===== src/rtl/arith_pkg.sv =====
// Shared types and helpers for the serial arithmetic path.
package arith_pkg;

    // Sequencer states for the bit-serial adder.
    typedef enum logic [1:0] {
        IDLE = 2'd0,
        RUN  = 2'd1,
        DONE = 2'd2
    } state_t;

    // Bit counter width: enough to hold w-1, never narrower than one bit.
    function automatic int cnt_width(input int w);
        int c;
        c = 0;
        while ((1 << c) < w) c++;
        return (c < 1) ? 1 : c;
    endfunction

endpackage


===== src/rtl/full_adder.sv =====
// One-bit full adder cell, the datapath element reused every cycle.
module full_adder (
    input  logic i_a,
    input  logic i_b,
    input  logic i_cin,
    output logic o_s,
    output logic o_cout
);

    assign o_s    = i_a ^ i_b ^ i_cin;
    assign o_cout = (i_a & i_b) | (i_cin & (i_a ^ i_b));

endmodule


===== src/rtl/bit_serial_adder_ctrl.sv =====
// Bit-serial adder: one shared full adder walks WIDTH bits LSB-first.
// Operands arrive and sums leave through valid/ready handshakes.
module bit_serial_adder_ctrl
    import arith_pkg::*;
#(
    parameter int WIDTH = 8
) (
    input  logic             clk,
    input  logic             rst,
    input  logic             in_valid,
    output logic             in_ready,
    input  logic [WIDTH-1:0] in_a,
    input  logic [WIDTH-1:0] in_b,
    input  logic             in_cin,
    output logic             out_valid,
    input  logic             out_ready,
    output logic [WIDTH-1:0] out_sum,
    output logic             out_cout,
    output logic             busy
);

    localparam int               CNT_W = cnt_width(WIDTH);
    localparam logic [CNT_W-1:0] LAST  = CNT_W'(WIDTH - 1);

    state_t           r_state;
    logic [WIDTH-1:0] r_a_sh;
    logic [WIDTH-1:0] r_b_sh;
    logic [WIDTH-1:0] r_sum_sh;
    logic             r_carry_q;
    logic             r_out_cout;
    logic [CNT_W-1:0] r_cnt;

    logic             w_s;
    logic             w_cout;
    logic [WIDTH-1:0] w_sum_next;

    full_adder u_fa (
        .i_a    (r_a_sh[0]),
        .i_b    (r_b_sh[0]),
        .i_cin  (r_carry_q),
        .o_s    (w_s),
        .o_cout (w_cout)
    );

    // New sum bit enters at the MSB so the LSB ends up at bit 0 after WIDTH steps.
    generate
        if (WIDTH == 1) begin : g_one
            assign w_sum_next = w_s;
        end else begin : g_wide
            assign w_sum_next = {w_s, r_sum_sh[WIDTH-1:1]};
        end
    endgenerate

    // Handshake flags come straight from the registered state.
    assign in_ready  = (r_state == IDLE);
    assign out_valid = (r_state == DONE);
    assign busy      = (r_state != IDLE);
    assign out_sum   = r_sum_sh;
    assign out_cout  = r_out_cout;

    // FSM with operand/sum shift registers, carry and bit counter.
    always_ff @(posedge clk or posedge rst) begin
        if (rst) begin
            r_state    <= IDLE;
            r_a_sh     <= '0;
            r_b_sh     <= '0;
            r_sum_sh   <= '0;
            r_carry_q  <= 1'b0;
            r_out_cout <= 1'b0;
            r_cnt      <= '0;
        end else begin
            case (r_state)
                IDLE: begin
                    if (in_valid) begin
                        r_a_sh    <= in_a;
                        r_b_sh    <= in_b;
                        r_carry_q <= in_cin;
                        r_cnt     <= '0;
                        r_state   <= RUN;
                    end
                end
                RUN: begin
                    r_sum_sh  <= w_sum_next;
                    r_a_sh    <= r_a_sh >> 1;
                    r_b_sh    <= r_b_sh >> 1;
                    r_carry_q <= w_cout;
                    r_cnt     <= r_cnt + 1'b1;
                    if (r_cnt == LAST) begin
                        // Carry-out is captured separately so it survives the next load.
                        r_out_cout <= w_cout;
                        r_state    <= DONE;
                    end
                end
                DONE: begin
                    if (out_ready) r_state <= IDLE;
                end
                default: r_state <= IDLE;
            endcase
        end
    end

endmodule


===== config.mk =====
export PLATFORM = sky130hd
export DESIGN_NAME = bit_serial_adder_ctrl
export DESIGN_NICKNAME = d
export VERILOG_FILES = /design/src/rtl/arith_pkg.sv /design/src/rtl/full_adder.sv /design/src/rtl/bit_serial_adder_ctrl.sv
export SDC_FILE = /design/constraint.sdc
export NUM_CORES = 1
export LEC_CHECK = 0
export CAP_MARGIN = 10
export CORE_MARGIN = 10
export CORE_UTILIZATION = 35
export DETAILED_ROUTE_END_ITERATION = 16
export PLACE_DENSITY_LB_ADDON = 0.3
export SYNTH_ARGS = -nofsm -noshare
export SYNTH_HDL_FRONTEND = slang
export SYNTH_SLANG_ARGS = --single-unit

===== constraint.sdc =====
create_clock -name clk -period 1.2 [get_ports clk]
set_input_delay 0.24 -clock clk [delete_from_list [all_inputs] [get_ports clk]]
set_output_delay 0.24 -clock clk [all_outputs]
set_load 0.01 [all_outputs]

Word level (Yosys, flattened, before mapping)
Index checks and enable logic that the tools add are counted.
Storage, ports and cells
  bits in registers: 31
  latch bits: 0
  memory bits (writable): 0
  bits in read-only memories: 0
  input bits: 21
  output and inout bits: 12
  word-level logic and storage cells: 37
  memories kept: 0
Cells by class
  $add $sub $neg: 1
  multipliers: 0
  div/mod/pow operators: 0
  magnitude comparators: 0
  equality and inequality tests: 6
  shifts and indexed selects: 0
  multiplexer cells: 12
  bitwise operators: 5
  reduce and logical (&&, ||, !) cells: 6
Operator list (number)
  8-bit one-hot mux with 2 select lines: 2
  8-bit 2-to-1 mux: 2
  2-bit 2-to-1 mux: 3
  2-bit one-hot mux with 3 select lines: 1
  3-bit one-hot mux with 2 select lines: 1
  2-bit inequality test (second input constant): 2
  2-bit AND reduction: 2
  2-bit nonzero test: 2
  3-bit by 1-bit adder with 3-bit output (second input constant): 1
  3-bit equality test (second input constant): 1
  3-bit 2-to-1 mux: 1
  3-bit AND reduction: 1
  1-bit bitwise AND: 2
  2-bit by 1-bit equality test with 1-bit output (second input constant): 1
  2-bit equality test (second input constant): 1
  2-bit zero test: 1
  2-bit by 1-bit inequality test with 1-bit output (second input constant): 1
  1-bit one-hot mux with 2 select lines: 1
  1-bit XOR: 2
  1-bit 2-to-1 mux: 1
  1-bit bitwise OR: 1

Depth between registers and ports, before layout
Gate-level depths: netlist (run 1).
  word-level depth: 4
  depth in mapped cells: 4
  depth with buffers taken out: 4

Hierarchy
A second synthesis (run 1) with hierarchy kept.
Second synthesis, totals
  cell total of the unflattened synthesis: 131
  area, all modules: 1587.8 sq um
Modules (own cells, without submodules)
  bit_serial_adder_ctrl: instances 1, cells an instance 130, area each 1567.8 sq um, seq. area each 775.7 sq um
  full_adder: instances 1, cells an instance 1, area each 20.0 sq um, seq. area each 0.0 sq um

Worst setup path before layout (run 1)
No wires, ideal clock.
  path type: register to output
  start point: reg r_state[0]
  end point: out busy
  arrival: 1131 ps
  required time: 960 ps
  path slack: -171 ps
  stages on the path, launching flop included: 5
  buffers on the path: 2
  cell sequence: dfrtp_1 > buf_6 > buf_4 > nor2_1 > inv_1
On the way
  cells in the longest elaborated chain, start to end: 1
Ends and longest elaborated chain
  from (decl): RTL line bit_serial_adder_ctrl.sv:25  | state_t r_state;
  from (signal assigned): RTL line bit_serial_adder_ctrl.sv:64  | r_state <= IDLE;
  from (signal assigned): RTL line bit_serial_adder_ctrl.sv:79  | r_state <= RUN;
  from (signal assigned): RTL line bit_serial_adder_ctrl.sv:91  | r_state <= DONE;
  2-bit nonzero test: RTL line bit_serial_adder_ctrl.sv:57  | assign busy = (r_state != IDLE);
  to (decl): RTL line bit_serial_adder_ctrl.sv:19  | output logic busy
No other way between the ends.

Worst setup path in the final report (run 1)
  start point: reg r_state[1]
  end point: reg r_a_sh[6]
On the way
  cells in the longest elaborated chain, start to end: 3
  elaborated cells between the ends (all ways): 6
  classes of those cells: eq/ne (2); mux (1); reduce/logical (3)
Ends and longest elaborated chain
  2-bit by 1-bit equality test with 1-bit output / 2-bit zero test (equally long branches): RTL line bit_serial_adder_ctrl.sv:72  | case (r_state)
  2-bit nonzero test (no source line) / 2-bit inequality test (equally long branches)
  2-bit AND reduction (no source line)
  to (signal assigned): RTL line bit_serial_adder_ctrl.sv:75  | r_a_sh <= in_a;
  to (signal assigned): RTL line bit_serial_adder_ctrl.sv:84  | r_a_sh <= r_a_sh >> 1;
  to (decl): RTL line bit_serial_adder_ctrl.sv:26  | logic [WIDTH-1:0] r_a_sh;
Several ways; a longest one is shown, not always the timed one.
A chain may end at the register's enable or synchronous reset.

==> impl_metrics.toml, run 1 <==
[status]
status = "finished, violations left"
violations = "negative setup slack"

[setup_path]
critPathBufInv = 1
r2r-end = "r_a_sh[6]"
cp_slowest_stage_delay_ns = 0.51
cp.required_ns = 1.37
path_class = "reg -> reg"
r2r_cells = 3
cp_cell_sequence = "buf_6, or4b_1, o221a_2"
crit_path_start_kind = "flop"
cp-end-kind = "flop"
arrival_ns = 1.58
crit_path_top_delay_cell = "or4b_1"
crit_family = "simple AND/OR/NAND/NOR gates"
regToRegSetupSlack_ns = -0.21
crit_fanout = 12
timing.rr.start = "r_state[1]"

[clocking]
cts-root-buf = "clkbuf_8"
cts_sinks = 31
cts_buffers = 5
cts_tree = "done"
h-tree-depth = 2
clk_latency_ns = 0.29
cts.clk_slew.worst_paths_ns = 0.07
cts_buffer_depth = 2

[floorplan]
ios = 33
start_util = 0.358
dieWidth_um = 86.3
die_area_mm2 = 0.00745
coreArea_mm2 = 0.00429
rows = 24
die_h_um = 86.3

[global_routing]
grt_pass1_wl_mm = 6.32
grt_overflow = 0
antenna_found_initial = 0
grt_pass1_vias = 1197
grt_max_degree = 32
grt_usage = 0.108

[synthesis]
ys_seq_elements = 31
avgSynthCellArea_um2 = 12.3
ys_types = 30
syn_nets = 149
netlist_area_mm2 = 0.00154
ys.flop_type = "dfrtp_1"
yosysWarnings = 0
async_reset_ff_frac = 1.00
synthCells = 125
synth_edf_count = 0
ys_seq_area_frac = 0.504

[timing]
fmax_mhz = 711
fin_crit_ns = 1.41
drv_slew = 0
layout_setup_ws_ns = -0.207
finalHoldViolations = 0
finalSetupViolCount = 32
fin_crit_sh = 1.17
rsz0062_at_grt = "yes"
worst_pin_slew_ns = 0.430
fin_skew_ns = 0.00620
fin_setup_tns_ns = -4.48
relSlewSlack = 0.713

[power_and_ir_drop]
total_power_w = 0.00659
powerDensity_mw_per_mm2 = 2550
p_leak_nw = 1.16
max-vdd-ir-drop_mv = 1.32

[routing]
firstDrtPassIters = 4
vias = 1224
vias_per_cell = 5.19
drc = 0
final_antenna_net_count = 0
wl_per_cell_um = 17.3
drt_iter0_markers = 57
wl_mm = 4.09

[placed_design]
pre_cts_slack_ns = -0.416
place_area_mm2 = 0.00199
hpwlAfterDp_mm = 2.46
port_buffers = 32
place_congestion = 0.773

[min_path]
hold_class = "in -> async"

[cells_and_area]
final_nets = 207
syn_to_final_growth_pct = 68.0
drive_above_1_share = 0.533
post-route-cell-area_mm2 = 0.00258
final_core_util = 0.602
num_antenna_cells = 0

[run]
maxCapViolations = 0
cells by family (layout without fill, tap and decap cells):
family,count (synthesis),in the layout,synth area share
flip-flops,31,31,0.504
buffers and inverters,23,82,0.0773
AO/OA/AOI/OAI,23,23,0.134
multiplexers,10,10,0.0724
AND/OR/NAND/NOR,35,35,0.182
adder cells (fa/ha/maj),3,3,0.0293
per-stage QoR:
step | instances | hold WS (ns)
floorplan | 125 | 0.344
CTS | 231 | 0.293
detailed placement | 214 | 0.498
global route | 236 | 0.320
finish | 236 | 0.289
global placement | 214 | 0.493
worst max-delay path by stage:
stage,from,end,depth (start not counted)
after detailed placement,in_valid,r_a_sh[3],3
final,r_state[1],r_a_sh[6],3
after CTS,r_state[0],r_a_sh[3],4
after floorplan,r_state[1],r_b_sh[6],3
after global placement,in_valid,r_a_sh[3],3
after global routing,r_state[0],r_a_sh[2],4
metal layers:
| layer | GRT usage | part of all wire |
|---|---|---|
| met3 | 0.0582 | 0.064 |
| met5 | 0 | 0 |
| met4 | 0.0442 | 0.013 |
| met1 | 0.142 | 0.46 |
| met2 | 0.141 | 0.46 |
registers in the layout (all words and copies together), names as in the netlist:
signal,cells
out_sum,8
r_a_sh,8
r_b_sh,8
r_cnt,3
r_state,2
out_cout,1
r_carry_q,1
cells in the mapped netlist, types with 3 or more instances:
library cell  count  area, um^2
a211oi_1          7        52.6
nor4b_1           7        61.3
buf_4             3        22.5
dfrtp_1          31         776
nor2b_1           3        18.8
o221a_2           6        67.6
mux2_2            9         101
nand2b_1          3        18.8
or4b_1            6        60.1
nor3b_1          11        82.6
inv_1            12        45.0
buf_2             4        20.0
cell usage in the layout (no fill, tap or decap), types with 2 or more instances in the layout:
cell,count
o221a_2,6
nor3b_1,5
nor4bb_4,2
buf_6,14
nor4b_4,6
inv_1,11
or4b_1,6
buf_4,12
buf_8,3
nor2b_1,2
buf_12,2
nor3b_2,5
a211oi_2,7
nand2b_4,2
a211o_1,2
clkbuf_2,5
a22o_1,2
clkdlybuf4s50_1,19
clkdlybuf4s15_1,4
mux2_4,9
a221oi_2,2
dfrtp_1,30
clkbuf_8,6
worst reg2reg max path: cells and delay by family, from the launching register on:
family | cells | cell delay, ns
AO/OA/AOI/OAI | 1 | 0.13
flip-flops | 1 | 0.47
AND/OR/NAND/NOR | 1 | 0.51
buffers and inverters | 1 | 0.18
final cells by class:
cell class	count	area (um^2)
Timing Repair Buffer	62	631
Multi-Input combinational cell	71	948
Tap cell	52	65.1
Sequential cell	31	777
Fill cell	338	1710
Clock buffer	6	82.6
Inverter	12	45.0
Clock inverter	2	35.0
power breakdown:
group | internal, W | switching [W] | total (W)
Clock | 0.000671 | 0.000397 | 0.00107
Combinational | 0.00219 | 0.00141 | 0.00359
Sequential | 0.00156 | 0.000370 | 0.00193
what timing repair did:
action / CTS / global route
gates resized for setup: 53 / 59
hold buffers: 0 / 0
buffers inserted: 10 / 6
gates cloned: 1 / 1
pin swaps: 4 / 17
setup endpoints to repair: 40 / 39
No activity file was read; power rests on OpenSTA's default activity.
==> inputs of run 2 (changes only) <==
--- a/config.mk
+++ b/config.mk
@@ -9,6 +9,7 @@
 export CORE_MARGIN = 10
 export CORE_UTILIZATION = 35
 export DETAILED_ROUTE_END_ITERATION = 16
+export GPL_TIMING_DRIVEN = 1
 export PLACE_DENSITY_LB_ADDON = 0.3
 export SYNTH_ARGS = -nofsm -noshare
 export SYNTH_HDL_FRONTEND = slang
==> results of run 2 <==
The final DEF is identical to that of run 1; final timing and power are the same.
